===== src/rtl/ir_nec_if.sv =====
// Signal bundle between the NEC IR decoder and its consumer: the demodulated
// envelope going in, the decoded frame fields and event pulses coming out.
interface ir_nec_if;
  logic        ir_env_i;
  logic [15:0] ir_addr;
  logic [7:0]  ir_cmd;
  logic        ir_valid;
  logic        ir_repeat;
  logic        ir_err;
  logic        ir_busy;

  // Decoder side
  modport master (
    input  ir_env_i,
    output ir_addr, ir_cmd, ir_valid, ir_repeat, ir_err, ir_busy
  );

  // Front end / control-logic side
  modport slave (
    output ir_env_i,
    input  ir_addr, ir_cmd, ir_valid, ir_repeat, ir_err, ir_busy
  );
endinterface


===== src/rtl/ir_nec_decoder.sv =====
// NEC IR frame decoder. Measures mark/space durations of the synchronized
// envelope in 10 us ticks and walks a leader/bit/check state machine that
// yields a 16-bit address, an 8-bit command and valid/repeat/error pulses.
module ir_nec_decoder #(
  parameter int CLK_DIV    = 250,
  parameter int LM_MIN     = 800,
  parameter int LM_MAX     = 1000,
  parameter int LS_MIN     = 350,
  parameter int LS_MAX     = 500,
  parameter int RS_MIN     = 150,
  parameter int RS_MAX     = 260,
  parameter int BM_MIN     = 40,
  parameter int BM_MAX     = 90,
  parameter int B0_MIN     = 20,
  parameter int B1_MIN     = 100,
  parameter int B1_MAX     = 220,
  parameter bit ADDR_CHECK = 1'b1
) (
  input  logic     clk,
  input  logic     rst_n,
  ir_nec_if.master bus
);

  localparam int               PSC_W    = (CLK_DIV > 1) ? $clog2(CLK_DIV) : 1;
  localparam logic [PSC_W-1:0] PSC_LAST = PSC_W'(CLK_DIV - 1);

  // Window bounds narrowed to the duration counter width
  localparam logic [11:0] LM_LO = 12'(LM_MIN);
  localparam logic [11:0] LM_HI = 12'(LM_MAX);
  localparam logic [11:0] LS_LO = 12'(LS_MIN);
  localparam logic [11:0] LS_HI = 12'(LS_MAX);
  localparam logic [11:0] RS_LO = 12'(RS_MIN);
  localparam logic [11:0] RS_HI = 12'(RS_MAX);
  localparam logic [11:0] BM_LO = 12'(BM_MIN);
  localparam logic [11:0] BM_HI = 12'(BM_MAX);
  localparam logic [11:0] B0_LO = 12'(B0_MIN);
  localparam logic [11:0] B0_HI = 12'(B1_MIN - 1);
  localparam logic [11:0] B1_LO = 12'(B1_MIN);
  localparam logic [11:0] B1_HI = 12'(B1_MAX);

  typedef enum logic [2:0] {
    S_IDLE, S_LEAD_MARK, S_LEAD_SPACE, S_BIT_MARK,
    S_BIT_SPACE, S_CHECK, S_REP_MARK, S_WAIT_HIGH
  } state_t;

  function automatic logic in_win(input logic [11:0] d, input logic [11:0] lo,
                                  input logic [11:0] hi);
    return (d >= lo) && (d <= hi);
  endfunction

  logic             meta_q, sync_q, prev_q;
  logic [PSC_W-1:0] psc_q, psc_d;
  logic [11:0]      dur_q, dur_d;
  state_t           state_q, state_d;
  logic [5:0]       bit_cnt_q, bit_cnt_d;
  logic [31:0]      shreg_q, shreg_d;
  logic [15:0]      addr_q, addr_d;
  logic [7:0]       cmd_q, cmd_d;
  logic             valid_q, valid_d, repeat_q, repeat_d, err_q, err_d;
  logic             last_ok_q, last_ok_d;
  logic             fall_w, rise_w, edge_w, frame_ok_w;

  // Two-stage synchronizer plus a delayed copy for edge detection; idle level is high
  always_ff @(posedge clk or negedge rst_n) begin
    if (!rst_n) begin
      meta_q <= 1'b1;
      sync_q <= 1'b1;
      prev_q <= 1'b1;
    end else begin
      meta_q <= bus.ir_env_i;
      sync_q <= meta_q;
      prev_q <= sync_q;
    end
  end

  assign fall_w = prev_q & ~sync_q;
  assign rise_w = ~prev_q & sync_q;
  assign edge_w = fall_w | rise_w;

  assign frame_ok_w = (shreg_q[23:16] == ~shreg_q[31:24]) &&
                      (!ADDR_CHECK || (shreg_q[15:8] == ~shreg_q[7:0]));

  // Tick prescaler and saturating duration counter, both restarted on every edge
  always_comb begin
    psc_d = psc_q;
    dur_d = dur_q;
    if (edge_w) begin
      psc_d = '0;
      dur_d = '0;
    end else if (psc_q == PSC_LAST) begin
      psc_d = '0;
      if (dur_q != 12'hFFF) dur_d = dur_q + 12'd1;
    end else begin
      psc_d = psc_q + 1'b1;
    end
  end

  // Frame state machine: every duration is judged at the edge that ends it
  always_comb begin
    state_d   = state_q;
    bit_cnt_d = bit_cnt_q;
    shreg_d   = shreg_q;
    addr_d    = addr_q;
    cmd_d     = cmd_q;
    last_ok_d = last_ok_q;
    valid_d   = 1'b0;
    repeat_d  = 1'b0;
    err_d     = 1'b0;
    case (state_q)
      S_IDLE: if (fall_w) state_d = S_LEAD_MARK;
      S_LEAD_MARK: begin
        if (rise_w) begin
          if (in_win(dur_q, LM_LO, LM_HI)) state_d = S_LEAD_SPACE;
          else if (dur_q < LM_LO)          state_d = S_IDLE;
          else begin err_d = 1'b1; state_d = S_IDLE; end
        end else if (dur_q > LM_HI) begin
          err_d = 1'b1; state_d = S_WAIT_HIGH;
        end
      end
      S_LEAD_SPACE: begin
        if (fall_w) begin
          if (in_win(dur_q, LS_LO, LS_HI)) begin
            state_d   = S_BIT_MARK;
            bit_cnt_d = '0;
            shreg_d   = '0;
          end else if (in_win(dur_q, RS_LO, RS_HI)) begin
            state_d = S_REP_MARK;
          end else begin
            err_d = 1'b1; state_d = S_LEAD_MARK;
          end
        end else if (rise_w || dur_q > LS_HI) begin
          err_d = 1'b1; state_d = S_IDLE;
        end
      end
      S_BIT_MARK: begin
        if (edge_w) begin
          if (rise_w && in_win(dur_q, BM_LO, BM_HI)) state_d = S_BIT_SPACE;
          else begin err_d = 1'b1; state_d = S_IDLE; end
        end else if (dur_q > BM_HI) begin
          err_d = 1'b1; state_d = S_WAIT_HIGH;
        end
      end
      S_BIT_SPACE: begin
        if (fall_w && (in_win(dur_q, B0_LO, B0_HI) || in_win(dur_q, B1_LO, B1_HI))) begin
          shreg_d   = {in_win(dur_q, B1_LO, B1_HI), shreg_q[31:1]};
          bit_cnt_d = bit_cnt_q + 6'd1;
          state_d   = (bit_cnt_q == 6'd31) ? S_CHECK : S_BIT_MARK;
        end else if (edge_w || dur_q > B1_HI) begin
          err_d = 1'b1; state_d = S_IDLE;
        end
      end
      S_CHECK: begin
        if (frame_ok_w) begin
          addr_d    = shreg_q[15:0];
          cmd_d     = shreg_q[23:16];
          valid_d   = 1'b1;
          last_ok_d = 1'b1;
        end else begin
          err_d = 1'b1;
        end
        state_d = S_WAIT_HIGH;
      end
      S_REP_MARK: begin
        if (edge_w) begin
          if (rise_w && in_win(dur_q, BM_LO, BM_HI) && last_ok_q) repeat_d = 1'b1;
          else err_d = 1'b1;
          state_d = S_IDLE;
        end else if (dur_q > BM_HI) begin
          err_d = 1'b1; state_d = S_WAIT_HIGH;
        end
      end
      S_WAIT_HIGH: if (sync_q) state_d = S_IDLE;
      default: state_d = S_IDLE;
    endcase
    if (err_d) last_ok_d = 1'b0;
  end

  // Register timing, FSM state, decoded fields and event pulses
  always_ff @(posedge clk or negedge rst_n) begin
    if (!rst_n) begin
      psc_q     <= '0;
      dur_q     <= '0;
      state_q   <= S_IDLE;
      bit_cnt_q <= '0;
      shreg_q   <= '0;
      addr_q    <= '0;
      cmd_q     <= '0;
      valid_q   <= 1'b0;
      repeat_q  <= 1'b0;
      err_q     <= 1'b0;
      last_ok_q <= 1'b0;
    end else begin
      psc_q     <= psc_d;
      dur_q     <= dur_d;
      state_q   <= state_d;
      bit_cnt_q <= bit_cnt_d;
      shreg_q   <= shreg_d;
      addr_q    <= addr_d;
      cmd_q     <= cmd_d;
      valid_q   <= valid_d;
      repeat_q  <= repeat_d;
      err_q     <= err_d;
      last_ok_q <= last_ok_d;
    end
  end

  assign bus.ir_addr   = addr_q;
  assign bus.ir_cmd    = cmd_q;
  assign bus.ir_valid  = valid_q;
  assign bus.ir_repeat = repeat_q;
  assign bus.ir_err    = err_q;
  assign bus.ir_busy   = (state_q != S_IDLE);

endmodule


===== src/flat_wrapper.sv =====
// flat-port wrapper written by rule: the top's interface ports become plain ports
module ir_nec_decoder_flat 
#(
  parameter int CLK_DIV    = 250,
  parameter int LM_MIN     = 800,
  parameter int LM_MAX     = 1000,
  parameter int LS_MIN     = 350,
  parameter int LS_MAX     = 500,
  parameter int RS_MIN     = 150,
  parameter int RS_MAX     = 260,
  parameter int BM_MIN     = 40,
  parameter int BM_MAX     = 90,
  parameter int B0_MIN     = 20,
  parameter int B1_MIN     = 100,
  parameter int B1_MAX     = 220,
  parameter bit ADDR_CHECK = 1'b1
)
  (clk, rst_n, bus_ir_env_i, bus_ir_addr, bus_ir_cmd, bus_ir_valid, bus_ir_repeat, bus_ir_err, bus_ir_busy);
  ir_nec_if bus_i ();
  input  logic clk;
  input  logic rst_n;
  input wire logic [$bits(bus_i.ir_env_i)-1:0] bus_ir_env_i;
  output wire logic [$bits(bus_i.ir_addr)-1:0] bus_ir_addr;
  output wire logic [$bits(bus_i.ir_cmd)-1:0] bus_ir_cmd;
  output wire logic [$bits(bus_i.ir_valid)-1:0] bus_ir_valid;
  output wire logic [$bits(bus_i.ir_repeat)-1:0] bus_ir_repeat;
  output wire logic [$bits(bus_i.ir_err)-1:0] bus_ir_err;
  output wire logic [$bits(bus_i.ir_busy)-1:0] bus_ir_busy;
  assign bus_i.ir_env_i = bus_ir_env_i;
  assign bus_ir_addr = bus_i.ir_addr;
  assign bus_ir_cmd = bus_i.ir_cmd;
  assign bus_ir_valid = bus_i.ir_valid;
  assign bus_ir_repeat = bus_i.ir_repeat;
  assign bus_ir_err = bus_i.ir_err;
  assign bus_ir_busy = bus_i.ir_busy;
  ir_nec_decoder #(.CLK_DIV(CLK_DIV), .LM_MIN(LM_MIN), .LM_MAX(LM_MAX), .LS_MIN(LS_MIN), .LS_MAX(LS_MAX), .RS_MIN(RS_MIN), .RS_MAX(RS_MAX), .BM_MIN(BM_MIN), .BM_MAX(BM_MAX), .B0_MIN(B0_MIN), .B1_MIN(B1_MIN), .B1_MAX(B1_MAX), .ADDR_CHECK(ADDR_CHECK)) u_core (.clk(clk), .rst_n(rst_n), .bus(bus_i));
endmodule

===== config.mk =====
export PLATFORM = sky130hd
export DESIGN_NAME = ir_nec_decoder_flat
export DESIGN_NICKNAME = d
export VERILOG_FILES = /design/src/rtl/ir_nec_if.sv /design/src/rtl/ir_nec_decoder.sv /design/src/flat_wrapper.sv
export SDC_FILE = /design/constraint.sdc
export NUM_CORES = 1
export LEC_CHECK = 0
export CORE_MARGIN = 4
export CORE_UTILIZATION = 59
export CTS_CLUSTER_DIAMETER = 120
export DETAILED_ROUTE_END_ITERATION = 10
export PLACE_DENSITY_LB_ADDON = 0.3
export REMOVE_ABC_BUFFERS = 1
export SLEW_MARGIN = 20
export SYNTH_ARGS = -nofsm -noshare
export SYNTH_HDL_FRONTEND = slang
export SYNTH_SLANG_ARGS = --single-unit
export TNS_END_PERCENT = 50

===== constraint.sdc =====
create_clock -name clk -period 3.6 [get_ports clk]
set_clock_uncertainty 0.2 [all_clocks]
set_input_delay 1.08 -clock clk [delete_from_list [all_inputs] [get_ports clk]]
set_output_delay 1.08 -clock clk [all_outputs]
set_load 0.005 [all_outputs]

==> summary.txt <==
CP Max Fanout - 18
Final Max Slew Viols - 0
Diodes inserted - 0
Max incr delay on CP - 710 ps
Max cap viols - 0
Flop-to-flop setup slack - 580 ps
Starting Density - 60.25%
Layout area overhead - 12.99%
# fillers - 613
Worst R2R End - u_core.bit_cnt_q[3]$_DFFE_PN0P_
Clock Latency Late Sink - 360 ps
DRC viols - 0
Achievable Freq - 0.3169 GHz
Total Routing Usage GR - 21.57%
RSZ-0062 raised after global routing - no
Global-route wire length before repair - 16,840 um
Clock transition at the registers of the reported paths - 100 ps
WP data required - 2320 ps
Final Non-Filler Cells - 556
Mean number of vias per cell - 6.300
Max Buffers Root-to-Sink - 2
Reg2Reg Launch Point - u_core.dur_q[8]$_DFFE_PN0P_
Pleak - 2.256 nW
Hold path cells - 0
Mapped cell area - 4632 um2
Number of synthesized register bits - 92
Post-synth EDFFs - 0
DR iter-0 viols - 257
Critical-path cell list - nor2_1 > nand2_1 > clkdlybuf4s50_1
Average wire per standard cell - 17.70 um
TritonCTS clock tree - done
Synth Warn # - 0
Commonest non-fill, non-tap cell in the layout - dfrtp_1
Crit path arrival time - 1880 ps
Buf/Inv on CP - 1
Multi-input logic area - 2141 um2
Vias in the first global route - 3,411
Drt pass-1 iters - 5
Ys async rst share - 100.0%
Core area - 7687 um2
Setup_tns - 0 ps
Synth Flop Type - dfrtp_1
Reg area - 2306 um2
Cells after Synth - 424
Min-delay worst type - reg -> reg
Most frequent cells in the layout - dfrtp_1 (89), a22o_1 (32), nand2_1 (30)
WS Path Type - reg -> out
Syn Area/Cell - 10.92 um2
Critical Path Sink Type - output pin
DP Area - 5020 um2
Nets - 459
Post-route cell area - 5234 um2
Hold_sp - u_core.meta_q$_DFF_PN1_
# setup viols final - 0
Worst slew slack as a fraction of its limit - 60.29%
Gp weighted congestion - 0.9649
Post-CTS Setup Bufs - 0
Post-route clock period utilization - 87.67%
Ports - 31
Pwr per Cell Area - 437.0 nW/um2
Placed cells - 540
Die H - 96.61 um
Fin. Hold Viols - 0
Detailed placement HPWL - 6736 um
Initial antenna violation count - 0
H-tree depth - 3
Input/output buffers - 30
Fraction of layout instances using a drive strength above 1 - 13.22%
Total die area - 9333 um2
Hold Path Sink - u_core.sync_q$_DFF_PN1_
Min Tclk post-route - 3156 ps
Post-CTS Resized - 0
Row count - 32
Status - finished, final reports clean
Vias - 3,503
Count of cell types in the netlist - 59
Worst path top cell family by delay - flip-flops
Largest net degree at the start of global routing - 49
Final ANT Viol Nets - 0
Hold Buf Count CTS - 0
Number of clock sinks seen by CTS - 92
Seq/Total Area, Yosys - 49.78%
Worst-Margin Slew - 595.6 ps
Worst IR Drop VDD - 0.2943 mV
Total power - 2.287 mW
Die span in x - 96.61 um
Hold slack final - 160.9 ps
Final wirelength - 9842 um
Congestion Overflow GR - 0
Reg2reg path depth - 5
CTS Buf Count - 9
CTS Root Cell - clkbuf_8
Critical path's slowest cell - dfrtp_1
CP startpoint kind - register
layer usage:
metal / track usage (%) / up-vias / share of wire, %
li1: - / 1637 / -
met1: 29.89 / 1725 / 45
met2: 34.66 / 117 / 48
met3: 3.389 / 24 / 4.5
met4: 7.559 / 0 / 2.2
met5: 0 / - / 0
state kept, by name, summed over array words and instances (netlist names), 3 cells and up:
name                count
u_core.shreg_q         32
u_core.bus.ir_addr     16
u_core.dur_q           12
u_core.bus.ir_cmd       8
u_core.psc_q            8
u_core.bit_cnt_q        6
u_core.state_q          3
Yosys cell counts, drive strengths merged, types with 3 or more instances:
library cell | instances | share of area (%)
nand2b | 4 | 0.54
a2111oi | 3 | 0.62
o2111ai | 4 | 0.76
and2 | 8 | 1.1
or3 | 5 | 0.68
dfstp | 3 | 1.7
a22o | 32 | 6.1
ha | 7 | 1.9
nand4 | 3 | 0.41
nor3 | 10 | 1.1
inv | 14 | 1.1
buf | 6 | 1.3
nor2 | 19 | 1.5
xnor2 | 21 | 4.0
nor2b | 6 | 0.81
nor4 | 11 | 1.5
xor2 | 4 | 0.76
or4 | 7 | 1.3
o211ai | 4 | 0.65
a31oi | 3 | 0.41
nand2 | 30 | 2.4
dfrtp | 89 | 48
mux2 | 23 | 5.6
a21boi | 3 | 0.49
a211oi | 3 | 0.49
o31ai | 5 | 0.81
a21oi | 6 | 0.65
clkbuf | 21 | 1.7
and4 | 3 | 0.57
o21ai | 9 | 0.97
mux2i | 6 | 1.3
nand3 | 11 | 1.2
nand3b | 3 | 0.49
o21a | 7 | 1.1
through the flow:
| step | utilization (%) | setup slack (ps) |
|---|---|---|
| finish | 68.08 | 443.9 |
| global route | 68.08 | 393.6 |
| CTS | 68.08 | 473.1 |
| detailed placement | 65.30 | 619.8 |
| global placement | 65.30 | 687.9 |
| floorplan | - | 110.5 |
kinds of logic (layout without fill, tap and decap cells):
family / Yosys count / after routing / share of synthesized area (%)
compound gates: 101 / 101 / 17.42
xor+xnor: 25 / 25 / 4.727
fa+ha+maj: 7 / 7 / 1.891
buf+inv: 41 / 71 / 4.160
flops: 92 / 92 / 49.78
mux: 29 / 29 / 6.888
simple gates: 129 / 129 / 15.13
worst max-delay path by stage:
| stage | startpoint | end | slack, ps | depth (start not counted) |
|---|---|---|---|---|
| after detailed placement | u_core.dur_q[8]$_DFFE_PN0P_ | u_core.bit_cnt_q[3]$_DFFE_PN0P_ | 620 | 5 |
| after CTS | u_core.state_q[0]$_DFFE_PN0P_ | bus_ir_busy | 470 | 3 |
| final | u_core.state_q[0]$_DFFE_PN0P_ | bus_ir_busy | 440 | 3 |
| after global placement | u_core.dur_q[8]$_DFFE_PN0P_ | u_core.bit_cnt_q[0]$_DFFE_PN0P_ | 690 | 6 |
| after global routing | u_core.state_q[0]$_DFFE_PN0P_ | bus_ir_busy | 390 | 3 |
| after floorplan | u_core.shreg_q[15]$_DFFE_PN0P_ | u_core.bus.ir_addr[10]$_DFFE_PN0P_ | 110 | 5 |
power breakdown:
group          internal [mW]  total (mW)  switching (mW)
logic                  0.171       0.412           0.241
registers               1.07        1.14          0.0680
clock network          0.336       0.736           0.400
total                   1.58        2.29           0.708
cell type report:
cell class | instances | share of cell area (%)
Sequential cell | 92 | 44.06
Clock inverter | 7 | 1.721
Clock buffer | 9 | 2.367
Tap cell | 102 | 2.438
Timing Repair Buffer | 41 | 7.507
Multi-Input combinational cell | 291 | 40.90
Inverter | 14 | 1.004
Note: power is estimated with default switching activity, not from simulation.
